--- src/rtl/mips_pkg.sv ---
// Shared MIPS pipeline definitions: NOP word, opcodes and fetch FSM states.
// Imported by the fetch stage and by the decoder/controller.
package mips_pkg;

    localparam logic [31:0] NOP_INSTR = 32'h0000_0000;

    localparam logic [5:0] OP_RTYPE = 6'b000000;
    localparam logic [5:0] OP_LW    = 6'b100011;
    localparam logic [5:0] OP_SW    = 6'b101011;
    localparam logic [5:0] OP_BEQ   = 6'b000100;

    typedef enum logic {
        RUN   = 1'b0,
        FLUSH = 1'b1
    } fetch_state_t;

endpackage

--- src/rtl/pc_register.sv ---
// Program counter with next-PC selection.
// Priority: reset, then branch redirect, then stall, then sequential PC+4.
module pc_register
    import mips_pkg::*;
#(
    parameter logic [31:0] RESET_PC = 32'h0000_0000
) (
    input  logic        Clk,
    input  logic        Rst,
    input  logic        Stall,
    input  logic        PCSrc,
    input  logic [31:0] BranchTarget,
    output logic [31:0] PC,
    output logic [31:0] PCNextSeq
);

    // Low target bits are dropped so the PC stays word aligned.
    logic unused_target_bits;
    assign unused_target_bits = ^BranchTarget[1:0];

    // Sequential successor; wraps modulo 2^32.
    always_comb begin
        PCNextSeq = PC + 32'd4;
    end

    // PC update: redirect wins over stall, stall holds.
    always_ff @(posedge Clk) begin
        if (Rst) begin
            PC <= {RESET_PC[31:2], 2'b00};
        end else if (PCSrc) begin
            PC <= {BranchTarget[31:2], 2'b00};
        end else if (!Stall) begin
            PC <= PCNextSeq;
        end
    end

endmodule

--- src/rtl/instruction_fetch.sv ---
// Fetch stage: PC, imem address, IF/ID register and flush FSM.
// Define FETCH_STATS_EN to add FetchCount/StallCount statistics outputs.
module instruction_fetch
    import mips_pkg::*;
#(
    parameter logic [31:0] RESET_PC = 32'h0000_0000,
    parameter int          IMEM_AW  = 10
) (
    input  logic               Clk,
    input  logic               Rst,
    input  logic               Stall,
    input  logic               PCSrc,
    input  logic [31:0]        BranchTarget,
    output logic [IMEM_AW-1:0] InstrAddr,
    input  logic [31:0]        InstrData,
    output logic [31:0]        PC,
    output logic [31:0]        Instruction,
    output logic [31:0]        PCPlus4,
`ifdef FETCH_STATS_EN
    output logic [31:0]        FetchCount,
    output logic [31:0]        StallCount,
`endif
    output logic               Valid
);

    logic [31:0]  pc_next_seq;
    fetch_state_t state;
    fetch_state_t state_next;
    logic         fetch_en;

    pc_register #(
        .RESET_PC     (RESET_PC)
    ) u_pc (
        .Clk          (Clk),
        .Rst          (Rst),
        .Stall        (Stall),
        .PCSrc        (PCSrc),
        .BranchTarget (BranchTarget),
        .PC           (PC),
        .PCNextSeq    (pc_next_seq)
    );

    // Word address into imem; upper PC bits alias silently.
    always_comb begin
        InstrAddr = PC[IMEM_AW+1:2];
    end

    assign fetch_en = !PCSrc && !Stall;

    // IF/ID register: flush to NOP on redirect, hold on stall.
    always_ff @(posedge Clk) begin
        if (Rst) begin
            Instruction <= NOP_INSTR;
            PCPlus4     <= 32'd0;
        end else if (PCSrc) begin
            Instruction <= NOP_INSTR;
            PCPlus4     <= 32'd0;
        end else if (!Stall) begin
            Instruction <= InstrData;
            PCPlus4     <= pc_next_seq;
        end
    end

    // State register; reset parks in FLUSH so the entry starts invalid.
    always_ff @(posedge Clk) begin
        if (Rst) begin
            state <= FLUSH;
        end else begin
            state <= state_next;
        end
    end

    // Next state and valid: any redirect flushes, a clean fetch runs.
    always_comb begin
        state_next = state;
        Valid      = 1'b0;
        unique case (state)
            RUN: begin
                Valid = 1'b1;
                if (PCSrc) begin
                    state_next = FLUSH;
                end
            end
            FLUSH: begin
                Valid = 1'b0;
                if (PCSrc) begin
                    state_next = FLUSH;
                end else if (!Stall) begin
                    state_next = RUN;
                end
            end
            default: begin
                state_next = FLUSH;
            end
        endcase
    end

`ifdef FETCH_STATS_EN
    // Statistics: count fetch and stall edges, wrapping.
    always_ff @(posedge Clk) begin
        if (Rst) begin
            FetchCount <= 32'd0;
            StallCount <= 32'd0;
        end else begin
            if (fetch_en) begin
                FetchCount <= FetchCount + 32'd1;
            end
            if (Stall && !PCSrc) begin
                StallCount <= StallCount + 32'd1;
            end
        end
    end
`else
    logic unused_fetch_en;
    assign unused_fetch_en = fetch_en;
`endif

endmodule

--- config.mk ---
export PLATFORM = sky130hd
export DESIGN_NAME = instruction_fetch
export DESIGN_NICKNAME = d
export VERILOG_FILES = /design/src/rtl/mips_pkg.sv /design/src/rtl/pc_register.sv /design/src/rtl/instruction_fetch.sv
export SDC_FILE = /design/constraint.sdc
export NUM_CORES = 1
export LEC_CHECK = 0
export CORE_ASPECT_RATIO = 1.75
export CORE_UTILIZATION = 46
export DETAILED_ROUTE_END_ITERATION = 16
export PLACE_DENSITY_LB_ADDON = 0.15
export SLEW_MARGIN = 20
export SYNTH_ARGS = -nofsm -noshare
export SYNTH_HDL_FRONTEND = slang
export SYNTH_HIERARCHICAL = 1
export SYNTH_SLANG_ARGS = --single-unit
--- constraint.sdc ---
create_clock -name Clk -period 6.76 [get_ports Clk]
set_input_delay 2.028 -clock Clk [delete_from_list [all_inputs] [get_ports Clk]]
set_output_delay 2.028 -clock Clk [all_outputs]
set_load 0.005 [all_outputs]
==> reports/results.txt <==
For the number of setup buffers added after CTS, the log shows 0. The via count of the first global-routing pass is 4078, and the total clock buffers created by CTS is 9. STA puts the critical path data arrival time at 4.30 ns.

The area added between synthesis and finish is 39.8%. Number of non-filler instances in the completed layout: 781. The tools report the number of failing hold endpoints at the final stage as 0. The logs give 0 for the number of endpoints failing setup at the final stage and 0.459 ns for the worst hold slack. Clock share of power: 43.7%. The number of max-slew violations in the final report was 0. The average routed wire per standard cell was 15.9 um; the switching share of total power was 22.6%.

The die extent in y was 136 um; the placer's final routability congestion estimate was 0.792. Clock latency on the worst-skew pair, taken at its later pin, is 0.34 ns. The logs give 326 uW for the switching power and 0 for the initial antenna violation count.

The number of design-rule violations left by the first detailed-router iteration was 115. The hold path startpoint is state. The worst pin sits at a relative slew slack of 42.0%. Static timing analysis puts the maximum clock frequency at 246 MHz.

Counting flops and latches in the post-synthesis netlist gives 95. After floorplanning, the core was sized to cover 9970 um^2. The internal power component was 1.11 mW. The routed design has 12.5 mm of wire.

The logs give 0.00555 ns for the maximum clock skew at final layout and 0 for the number of inserted diodes. The async set-or-reset flop fraction in the synthesized netlist came out at 0%. The number of buffers added to fix hold violations after cts is 0, and the pin count of the biggest net entering global routing is 58. The count of unique library cells instantiated by Yosys is 49, and the via-per-instance ratio is 5.46. The number of primary I/O pins was 175.

Sequential elements use 40.0% of the synthesized area. For this block, the via count after detailed routing is 4264. STA classifies the critical path endpoint as a flip-flop. Die width: 78.8 um. The run gives 6 as the count of yosys warnings during synthesis.

Setup repair after global routing left no endpoint under its margin. The synthesized instance count was 517; the number of sinks on the clock net was 95. Port buffering added 170 buffers. IR analysis of the VDD net gives a maximum drop of 0.110 mV.

The average footprint of a synthesized cell was 9.19 um^2; the cell area after synthesis was 4750 um^2. Of the cells placed in the final design, the portion with a size suffix greater than 1 is 4.42%. Start point of the critical path: PCSrc.

The clock slew seen by the registers of the worst setup and hold paths came out at 0.06 ns. The tools report the number of instances resized during post-cts repair as 0. For the power share of the sequential group, the log shows 42.9%. The number of fillers in the final layout was 842; the transition time at the pin with the least slew margin was 0.869 ns. TritonCTS built the clock tree. Summing all multi-input logic gate instances after layout gives 2460 um^2. STA puts the critical path data required time at 7.00 ns. The ratio of total power to cell area was 217 nW/um^2. For the fraction of the core area covered by cells at the end of the flow, the log shows 66.7%.

The first detailed-routing pass ran for 4 iterations. Global routing used 23.2% of the available tracks across all layers. The final total negative setup slack came out at 0 ns. After detailed routing, the number of remaining DRC violations is 0. The logs give 47.7% for the effective utilization at floorplan and 2.53 nW for the cell leakage power. Among all flip-flop cells after synthesis, the most frequent one is dfxtp_1. The footprint of the flip-flops and latches is 1900 um^2, and the number of nets with antenna violations after routing is 0.

For the number of H-tree levels, the log shows 3. The tools report the library cell used as clock root buffer as clkbuf_16. The critical path is of the input pin to flip-flop type.

In this run the critical register-to-register path is launched from u_pc/PC[2]. Once placement completed, the tool counted placed cells totaling 765. The run gives 10800 um^2 as the total die area. No sink is reached through more buffers than the 2 on the longest clock path. The logs give 0 for the final global-route overflow total and 8.76 mm for the estimated wirelength of the detail-placed design.

The share of total power dissipated in combinational logic is 13.4%. The final critical path takes up 60.1% of the cycle. Number of standard-cell rows in the floorplan: 48. The net total in the final layout is 720. Final period demand of the worst path: 4.06 ns.

The first global-routing pass estimated 19.6 mm of wire. Along the worst path, the maximum fanout reaches 52. STA classifies the critical path startpoint as an input pin.

The tools report the max-cap check violation count as 0. The flow ran to the end, and the final reports show no timing, DRC or antenna violations. The count of flip-flops with a built-in enable after synthesis was 0. The type of the most critical hold path was flip-flop to flip-flop.
## power groups by stage
stage	sequential (mW)	combinational [mW]	clock (mW)
floorplan	0.620	0.107	0
global placement	0.629	0.190	0
detailed placement	0.630	0.193	0
CTS	0.618	0.194	0.642
global route	0.622	0.208	0.666
finish	0.618	0.193	0.629
## per-layer routing
metal	GRT usage, %	up-vias	part of all wire [%]
met4	12.6	0	3.3
met1	25.9	2005	40
met5	0	-	0
met2	40.7	151	51
met3	4.97	31	6.3
li1	-	2077	-
## placed cells by master (no fill, tap or decap), types with 9 or more instances in the layout
cell type	instances
nand2_1	19
nor2_1	99
xnor2_1	26
or4_1	9
a311oi_1	12
nand3_1	13
a211oi_1	9
dfxtp_1	95
xor2_1	13
mux2i_1	65
clkbuf_16	9
nor3_1	9
clkdlybuf4s50_1	169
nand4_1	13
## area by class of cell
| cell class | count | share of cell area [%] |
|---|---|---|
| clock buffer | 10 | 3.60 |
| timing repair buffer | 174 | 26.0 |
| inverter | 6 | 0.339 |
| multi-input combinational | 365 | 37.0 |
| sequential | 95 | 28.6 |
| tap | 125 | 2.35 |
| clock inverter | 6 | 2.07 |
## flip-flops by register name, indices dropped and copies added (netlist names)
name and flops:
PCPlus4 32, Instruction 32, state 1, u_pc/PC 30
## Yosys cell counts, drive strengths merged, types with 2 or more instances
cell type     n  share of area (%)
o2111a        3               0.71
mux2i        65                 14
nor3         10                1.1
buf          38                6.6
or4           9                1.4
a211oi        9                1.4
dlygate4sd1   2               0.37
nand4        15                2.4
a21oi         2               0.21
dfxtp        95                 40
or3           6               0.79
nor3b         2               0.32
a311o         2               0.42
a31oi         2               0.26
xnor2        26                4.8
nand2        19                1.5
nor2         99                7.8
o21ai         6               0.63
nor4          7               0.92
a311oi       12                2.2
and4          8                1.5
nor2b         6               0.79
o211a         2               0.42
xor2         13                2.4
clkbuf       13                1.0
inv           6               0.47
a2111oi       2               0.37
and3          4               0.53
o31ai         7                1.1
nand3b        2               0.32
nand3        14                1.6
## stage by stage
| step | total power [mW] | setup slack (ns) | cell area (um^2) |
|---|---|---|---|
| 2_1_floorplan | 0.727 | 3.38 | 4760 |
| 3_3_place_gp | 0.819 | 2.38 | 6260 |
| 3_5_place_dp | 0.823 | 2.34 | 6260 |
| 4_1_cts | 1.45 | 2.72 | 6640 |
| 5_1_grt | 1.50 | 2.53 | 6650 |
| 6_report | 1.44 | 2.70 | 6650 |
## kinds of logic (layout without fill, tap and decap cells)
group	after synthesis	count (layout)	synth area share [%]
xor+xnor	39	39	7.19
compound gates	49	49	8.11
fa+ha+maj	1	1	0.263
simple gates	207	207	21.9
mux	65	65	13.7
buf+inv	60	196	8.72
other cells	1	4	0.0789
flops	95	95	40.0
## worst max-delay path, stage by stage
cell	delay, ns
clkdlybuf4s50_1	0.79
inv_2	0.85
nand2_1	0.09
or4_1	0.41
o2111a_1	0.12
## path summary, 6_finish.rpt
| path | endpoint | slack, ns | cells past startpoint |
|---|---|---|---|
| max reg2reg | u_pc/PC[30] | 4.23 | 5 |
| min | state | 0.46 | 1 |
| min reg2reg | state | 0.46 | 1 |
| max | u_pc/PC[29] | 2.70 | 5 |
No activity file was read; power rests on OpenSTA's default activity.
